### src/rtl/hcsr04_pkg.sv
// HC-SR04 emulator shared types, default timings and helpers.
// Imported by the emulator and by ultrasonic_distance_sensor tests.
package hcsr04_pkg;

  typedef enum logic [2:0] {
    S_IDLE,
    S_TRIG,
    S_BURST,
    S_ECHO,
    S_HOLDOFF
  } state_t;

  localparam int DEF_CLK_HZ      = 27_000_000;
  localparam int DEF_DIST_W      = 16;
  localparam int DEF_MIN_TRIG_US = 10;
  localparam int DEF_BURST_US    = 200;
  localparam int DEF_US_PER_CM   = 58;
  localparam int DEF_MAX_CM      = 400;
  localparam int DEF_TIMEOUT_US  = 38000;
  localparam int DEF_HOLDOFF_US  = 10000;

  function automatic int us_to_cycles(input int clk_hz, input int us);
    longint p;
    p = longint'(clk_hz) * longint'(us) / longint'(1000000);
    return int'(p);
  endfunction

  function automatic int imax(input int a, input int b);
    return (a > b) ? a : b;
  endfunction

endpackage

### src/rtl/hcsr04_echo_emulator_sync_2ff.sv
// Generic two-flop synchronizer for slow asynchronous inputs.
// Ports: clk, rst (async high), i_d (async in), o_q (synchronized out).
module sync_2ff #(
  parameter int W = 1
) (
  input  logic         clk,
  input  logic         rst,
  input  logic [W-1:0] i_d,
  output logic [W-1:0] o_q
);

  logic [W-1:0] r_meta;
  logic [W-1:0] r_sync;

  always_ff @(posedge clk or posedge rst) begin
    if (rst) begin
      r_meta <= '0;
      r_sync <= '0;
    end else begin
      r_meta <= i_d;
      r_sync <= r_meta;
    end
  end

  assign o_q = r_sync;

endmodule

### src/rtl/hcsr04_echo_emulator.sv
// HC-SR04 sensor-side responder: trig in, distance-coded echo out.
// Ports: clk, rst (async high), trig (async), distance_cm,
//   object_present; echo, busy, trig_rejected (1-cycle pulse).
module hcsr04_echo_emulator
  import hcsr04_pkg::*;
#(
  parameter int clk_frequency  = DEF_CLK_HZ,
  parameter int distance_width = DEF_DIST_W,
  parameter int min_trig_us    = DEF_MIN_TRIG_US,
  parameter int burst_us       = DEF_BURST_US,
  parameter int us_per_cm      = DEF_US_PER_CM,
  parameter int max_cm         = DEF_MAX_CM,
  parameter int timeout_us     = DEF_TIMEOUT_US,
  parameter int holdoff_us     = DEF_HOLDOFF_US
) (
  input  logic                      clk,
  input  logic                      rst,
  input  logic                      trig,
  input  logic [distance_width-1:0] distance_cm,
  input  logic                      object_present,
  output logic                      echo,
  output logic                      busy,
  output logic                      trig_rejected
);

  localparam int MIN_C = us_to_cycles(clk_frequency, min_trig_us);
  localparam int BUR_C = us_to_cycles(clk_frequency, burst_us);
  localparam int CPC_C = us_to_cycles(clk_frequency, us_per_cm);
  localparam int TO_C  = us_to_cycles(clk_frequency, timeout_us);
  localparam int HO_C  = us_to_cycles(clk_frequency, holdoff_us);

  localparam int TICK_MAX =
    imax(imax(imax(MIN_C, BUR_C), imax(TO_C, HO_C)), CPC_C);
  localparam int TW  = $clog2(TICK_MAX + 1);
  localparam int CMW = $clog2(max_cm + 1);

  localparam logic [TW-1:0] MIN_T = TW'(MIN_C);
  localparam logic [TW-1:0] BUR_T = TW'(BUR_C - 1);
  localparam logic [TW-1:0] CPC_T = TW'(CPC_C - 1);
  localparam logic [TW-1:0] TO_T  = TW'(TO_C - 1);
  localparam logic [TW-1:0] HO_T  = TW'(HO_C - 1);

  localparam logic [distance_width-1:0] MAX_CM_D =
    distance_width'(max_cm);

  logic          w_trig_s;
  logic          r_trig_d;
  logic          w_rise;
  logic          w_fall;
  logic          w_long;
  logic          w_echo_done;
  state_t        r_state;
  state_t        w_next;
  logic [TW-1:0] r_tick;
  logic [CMW-1:0] r_cm;
  logic          r_timeout;

  sync_2ff #(.W(1)) u_trig_sync (
    .clk (clk),
    .rst (rst),
    .i_d (trig),
    .o_q (w_trig_s)
  );

  always_ff @(posedge clk or posedge rst) begin
    if (rst) r_trig_d <= 1'b0;
    else     r_trig_d <= w_trig_s;
  end

  assign w_rise = w_trig_s & ~r_trig_d;
  assign w_fall = ~w_trig_s & r_trig_d;
  assign w_long = (r_tick >= MIN_T);

  // Timeout mode is one flat count; distance mode is cm x cycles/cm.
  assign w_echo_done = r_timeout ? (r_tick == TO_T)
                                 : (r_tick == CPC_T) &&
                                   (r_cm == CMW'(1));

  always_ff @(posedge clk or posedge rst) begin
    if (rst) r_state <= S_IDLE;
    else     r_state <= w_next;
  end

  always_comb begin
    w_next = r_state;
    unique case (r_state)
      S_IDLE:    if (w_rise) w_next = S_TRIG;
      S_TRIG:    if (w_fall) w_next = w_long ? S_BURST : S_IDLE;
      S_BURST:   if (r_tick == BUR_T) w_next = S_ECHO;
      S_ECHO:    if (w_echo_done) w_next = S_HOLDOFF;
      S_HOLDOFF: if (r_tick == HO_T) w_next = S_IDLE;
      default:   w_next = S_IDLE;
    endcase
  end

  always_ff @(posedge clk or posedge rst) begin
    if (rst) begin
      r_tick    <= '0;
      r_cm      <= '0;
      r_timeout <= 1'b0;
    end else begin
      unique case (r_state)
        // The rise cycle is already the first high cycle of trig_s.
        S_IDLE: if (w_rise) r_tick <= TW'(1);
        S_TRIG: begin
          if (w_fall) begin
            r_tick <= '0;
            if (!object_present || distance_cm > MAX_CM_D) begin
              r_timeout <= 1'b1;
              r_cm      <= '0;
            end else begin
              r_timeout <= 1'b0;
              r_cm      <= (distance_cm == '0) ? CMW'(1)
                                               : CMW'(distance_cm);
            end
          end else if (r_tick != MIN_T) begin
            r_tick <= r_tick + TW'(1);
          end
        end
        S_BURST:
          r_tick <= (r_tick == BUR_T) ? '0 : r_tick + TW'(1);
        S_ECHO: begin
          if (r_timeout) begin
            r_tick <= w_echo_done ? '0 : r_tick + TW'(1);
          end else if (r_tick == CPC_T) begin
            r_tick <= '0;
            r_cm   <= r_cm - CMW'(1);
          end else begin
            r_tick <= r_tick + TW'(1);
          end
        end
        S_HOLDOFF:
          r_tick <= (r_tick == HO_T) ? '0 : r_tick + TW'(1);
        default: r_tick <= '0;
      endcase
    end
  end

  always_comb begin
    echo          = (r_state == S_ECHO);
    busy          = (r_state != S_IDLE);
    trig_rejected = (r_state == S_TRIG) && w_fall && !w_long;
  end

endmodule

### config.mk
export PLATFORM = sky130hd
export DESIGN_NAME = hcsr04_echo_emulator
export DESIGN_NICKNAME = d
export VERILOG_FILES = /design/src/rtl/hcsr04_pkg.sv /design/src/rtl/hcsr04_echo_emulator_sync_2ff.sv /design/src/rtl/hcsr04_echo_emulator.sv
export SDC_FILE = /design/constraint.sdc
export NUM_CORES = 1
export LEC_CHECK = 0
export CORE_MARGIN = 10
export CORE_UTILIZATION = 55
export CTS_BUF_LIST = sky130_fd_sc_hd__clkbuf_16
export DETAILED_ROUTE_END_ITERATION = 8
export GPL_TIMING_DRIVEN = 0
export PLACE_DENSITY = 0.77
export SLEW_MARGIN = 30
export SYNTH_ARGS = -nofsm -noshare
export SYNTH_HDL_FRONTEND = slang
export SYNTH_SLANG_ARGS = --single-unit
export TNS_END_PERCENT = 30
### constraint.sdc
create_clock -name clk -period 4.8 [get_ports clk]
set_input_delay 0.96 -clock clk [delete_from_list [all_inputs] [get_ports clk]]
set_output_delay 0.96 -clock clk [all_outputs]
set_load 0.1 [all_outputs]
Word-level counts from Yosys, hierarchy flattened
Cells that the tools add are included.
{"block": "totals", "latchBits": 0, "memories": 0, "reg_bits": 36, "romBits": 0, "out_inout_bits": 3, "mem_bits_rw": 0, "elab_cells": 71}
{"block": "classes", "magnitude_cmp": 2, "shift": 0, "reduce_logical": 14, "mux": 24, "n_bitwise": 4, "eq_ne": 18, "div_mod_pow": 0, "n_mul": 0, "addsub": 2}
{"op": "$mux 20", "n": 8}
{"op": "$pmux 20 s5", "n": 1}
{"op": "$mux 9", "n": 5}
{"op": "$add 20x1->20 const B", "n": 1}
{"op": "$eq 20x11->1 const B", "n": 1}
{"op": "$eq 20x13->1 const B", "n": 1}
{"op": "$eq 20x19->1 const B", "n": 1}
{"op": "$eq 20x20->1 const B", "n": 1}
{"op": "$ge 20x9->1 const B", "n": 1}
{"op": "$ne 20x9->1 const B", "n": 1}
{"op": "$pmux 9 s2", "n": 1}
{"op": "$gt 16x9->1 const B", "n": 1}
{"op": "$logic_not 16->1", "n": 1}
{"op": "$mux 3", "n": 5}
{"op": "$pmux 3 s5", "n": 1}
{"op": "$ne 2x2->1 const B", "n": 5}
{"op": "$eq 9x1->1 const B", "n": 1}
{"op": "$sub 9x1->9 const B", "n": 1}
{"op": "$eq 3x2->1 const B", "n": 2}
{"op": "$reduce_and 5->1", "n": 1}
{"op": "$ne 2x1->1 const B", "n": 2}
{"op": "$reduce_and 2->1", "n": 2}
{"op": "$reduce_and 4->1", "n": 1}
{"op": "$eq 3x1->1 const B", "n": 1}
{"op": "other kinds (12)", "n": 18}

Logic depth before layout (Yosys ltp)
{"block": "depth", "word_depth": 6, "ltp_mapped": 10}

By module
Synthesis repeated with hierarchy kept, for this count alone.
{"block": "unflattened", "cells_unflattened": 292, "hier_area_um2": 2391.0}
{"mod": "hcsr04_echo_emulator", "instances": 1, "area_each_um2": 2337.2, "cells_each": 289}
{"mod": "sync_2ff", "instances": 1, "area_each_um2": 53.8, "cells_each": 3}

Worst setup path before layout
No wires, ideal clock.
{"block": "synth_timing", "path_kind": "reg-to-output", "start": "register r_tick[13]", "end": "output trig_rejected", "arrival_ns": 2.453, "n_path_buf": 0, "slack_ns": 1.387, "stages_incl_launch_ff": 6, "required_time_ns": 3.840, "path_cell_list": "dfrtp_1 or4_1 nand2b_1 or4_4 a21oi_1 and2_1"}
{"block": "synth_between", "elab_chain_cells": 3}
{"item": "start: declaration", "line_no": "hcsr04_echo_emulator.sv:54", "source": "logic [TW-1:0] r_tick;"}
{"item": "start signal: assignment", "line_no": "hcsr04_echo_emulator.sv:117", "source": "r_tick <= r_tick + TW'(1);"}
{"item": "start signal: assignment", "line_no": "hcsr04_echo_emulator.sv:121", "source": "r_tick <= (r_tick == BUR_T) ? '0 : r_tick + TW'(1);"}
{"item": "start signal: assignment", "line_no": "hcsr04_echo_emulator.sv:124", "source": "r_tick <= w_echo_done ? '0 : r_tick + TW'(1);"}
{"item": "$ge 20x9->1", "line_no": "hcsr04_echo_emulator.sv:72", "source": "assign w_long = (r_tick >= MIN_T);"}
{"item": "$logic_not 1->1", "line_no": "hcsr04_echo_emulator.sv:142", "source": "trig_rejected = (r_state == S_TRIG) && w_fall && !w_long;"}
{"item": "$logic_and 1x1->1", "line_no": "hcsr04_echo_emulator.sv:142"}
{"item": "end: declaration", "line_no": "hcsr04_echo_emulator.sv:23", "source": "output logic trig_rejected"}
Every way passes these cells.

Worst setup path in the final report
Ends and elaborated chain as after synthesis.

==> flow_summary.yaml <==
status:
  status: "finished, final reports clean"
worst_setup_path:
  path_class: "register to output pin"
  worstPathArrival_ns: 3.45
  slowest_delay_ns: 1.13
  startpoint_type: "register"
  crit_chain: "or4_1 > nand2b_1 > or4_4 > a21oi_1 > and2_1 > clkdlybuf4s50_1"
  critPathSlowestCell: "clkdlybuf4s50_1"
  worstPathRequired_ns: 3.84
  crit_fanout: 7
  crit_path_end_kind: "output pin"
sta:
  skew_ns: 0.006391
  tightestPinTransition_ns: 0.9750
  slew_headroom_pct: 34.80
  fin_ws_ns: 0.3857
  max_freq_ghz: 0.2265
  finalSetupViolCount: 0
  drv_slew: 0
  fin_crit_ns: 4.414
  final-hold-violation-count: 0
  period_share_pct: 91.97
  fin_setup_tns_ns: 0
  rsz0062_at_grt: "false"
detailed_routing:
  dr.pass1.iters: 4
  drt_wl_total_um: 5933
  wl_per_cell_um: 16.57
  drtIter0Drc: 198
  ant_nets: 0
  vias: 2241
  via_per_inst: 6.260
  drc: 0
placement:
  portBuffers: 22
  dpl_worst_slack_ns: 0.7076
  dp_hpwl_um: 4356
  gp_congestion: 0.8525
finish:
  mostFrequentLayoutCells: "dfrtp_1, nor2_1, nand2_1"
  drive_above_1_share_pct: 5.195
  syn_to_final_growth_pct: 18.26
  diodes: 0
  final_nets: 332
  final_common_cell: "dfrtp_1"
  fillerInstances: 344
yosys:
  yosys_warnings: 0
  netlist_area_mm2: 0.002310
  synthMuxAreaShare_pct: 1.354
  synth_area_leaders: "dfrtp_1, nor2_1, nand2_1"
  ys_ff_latch: 36
  synthAdderAreaFrac_pct: 2.709
  synth-simple-area-share_pct: 30.17
  ys_seq_area_share_pct: 39.00
  synth_top_family_by_area: "simple AND/OR/NAND/NOR gates"
  synthXorXnorAreaFrac_pct: 0
  syn-num-nets: 303
  avgSynthCellArea_um2: 8.308
  synth-edff-count: 0
  syn_inst: 278
  synthArstFlopShare_pct: 100.0
  synth_top_area_share_pct: 39.00
  synth_top_cell_by_area: "dfrtp_1"
  synth.distinct_cells: 48
  synth-compound-area-share_pct: 22.37
  synth_flop_cell: "dfrtp_1"
hold_path:
  hp-class: "register to register"
clock_network:
  cts_max_path_buffers: 2
  cts.sinks: 36
  cts.hold.buffers_added: 0
  clkLatencyLatePin_ns: 0.28
  cts_resized: 0
  cts.clk_slew.worst_paths_ns: 0.05
  cts_setup_buffers: 0
  cts_root_buf: "clkbuf_16"
  cts_buffers: 5
  cts_tree: "yes"
  h-tree-depth: 2
global_routing:
  antenna_found_initial: 0
  grt_max_degree: 37
  grt_pass1_vias: 2140
  grt_pass1_wl_um: 10210
  grt_usage_pct: 16.74
  overflow: 0
run:
  drv_cap: 0
power_and_ir_drop:
  p_per_area_mw_per_mm2: 377.5
  p_leak_nw: 1.167
  ir_drop_mv: 0.2671
floorplanning:
  io_pins: 23
  start_util_pct: 57.33
  die_w_um: 84.81
  core_mm2: 0.004029
  row_count: 23
  dieArea_mm2: 0.007192
  die_h_um: 84.81
## Yosys cell counts, types with 5 or more instances
master    count
and2_1        8
nand2_1      29
a22o_1        7
nor4_1        8
nor3_1       13
clkbuf_1      6
nand4_1       8
ha_1          5
a21o_1        7
inv_1        13
dfrtp_1      36
o21ai_0      18
nor2_1       32
nand3_1      12
nand4b_1      5
nand2b_1      5
a21oi_1      15
## kinds of logic (layout without fill, tap and decap cells)
| logic type | Yosys count | count (layout) |
|---|---|---|
| muxes | 3 | 3 |
| DFF | 36 | 36 |
| adders and majority gates | 5 | 5 |
| buffers and inverters | 23 | 53 |
| AOI/OAI and AO/OA | 76 | 76 |
| and+or+nand+nor | 135 | 135 |
## stage by stage
stage | hold WS (ns) | cells | util, % | power (mW) | area (um^2)
final | 0.3537 | 358 | 67.80 | 1.031 | 2731
after global routing | 0.3619 | 358 | 67.80 | 1.089 | 2731
after CTS | 0.3593 | 358 | 67.80 | 1.034 | 2731
after detailed placement | 0.3478 | 350 | 64.35 | 0.7259 | 2592
after global placement | 0.3386 | 350 | 64.35 | 0.7214 | 2592
after floorplan | 0.3312 | 278 | - | 0.6246 | 2310
## power breakdown
group / switching (mW) / internal [mW] / total (mW)
Sequential: 0.0329 / 0.325 / 0.358
Combinational: 0.233 / 0.134 / 0.367
Clock: 0.118 / 0.188 / 0.306
## registers in the layout, indices dropped and copies added (netlist names)
| register | flops |
|---|---|
| r_cm | 9 |
| r_timeout | 1 |
| u_trig_sync.r_meta | 1 |
| u_trig_sync.o_q | 1 |
| r_state | 3 |
| r_trig_d | 1 |
| r_tick | 20 |
## critical path: cells and delay by family (launching register included)
kind	cells	cell delay (ns)
simple gates	4	1.41
buf+inv	1	1.13
flops	1	0.44
compound gates	1	0.20
## cell type report
cell class,count,area [um^2],area share (%)
Timing Repair Buffer,22,220.2,8.062
Inverter,13,48.80,1.787
Sequential cell,36,900.9,32.98
Multi-Input combinational cell,219,1308,47.87
Tap cell,50,62.56,2.290
Clock inverter,3,13.76,0.5039
Buffer,10,52.55,1.924
Clock buffer,5,125.1,4.581
## routing by layer
| layer | vias to the layer above | GRT usage (%) | share of wire, % |
|---|---|---|---|
| li1 | 1079 | - | - |
| met1 | 1086 | 21.78 | 45 |
| met2 | 64 | 27.52 | 49 |
| met3 | 12 | 3.285 | 5.1 |
| met4 | 0 | 4.341 | 1.4 |
| met5 | - | 0 | 0 |
## final timing paths
path | start | to | slack, ns | cells past startpoint
setup / recovery | r_tick[13]$_DFFE_PP0P_ | trig_rejected | 0.39 | 6
hold / removal | u_trig_sync.r_meta$_DFF_PP0_ | u_trig_sync.o_q$_DFF_PP0_ | 0.35 | 0
setup reg to reg | r_tick[13]$_DFFE_PP0P_ | r_tick[8]$_DFFE_PP0P_ | 1.75 | 7
hold reg to reg | u_trig_sync.r_meta$_DFF_PP0_ | u_trig_sync.o_q$_DFF_PP0_ | 0.35 | 0
max in group asynchronous | rst | r_cm[6]$_DFFE_PP0P_ | 3.16 | 2
min in group asynchronous | rst | r_tick[15]$_DFFE_PP0P_ | 1.15 | 2
Power figures use the tool's default switching activity.
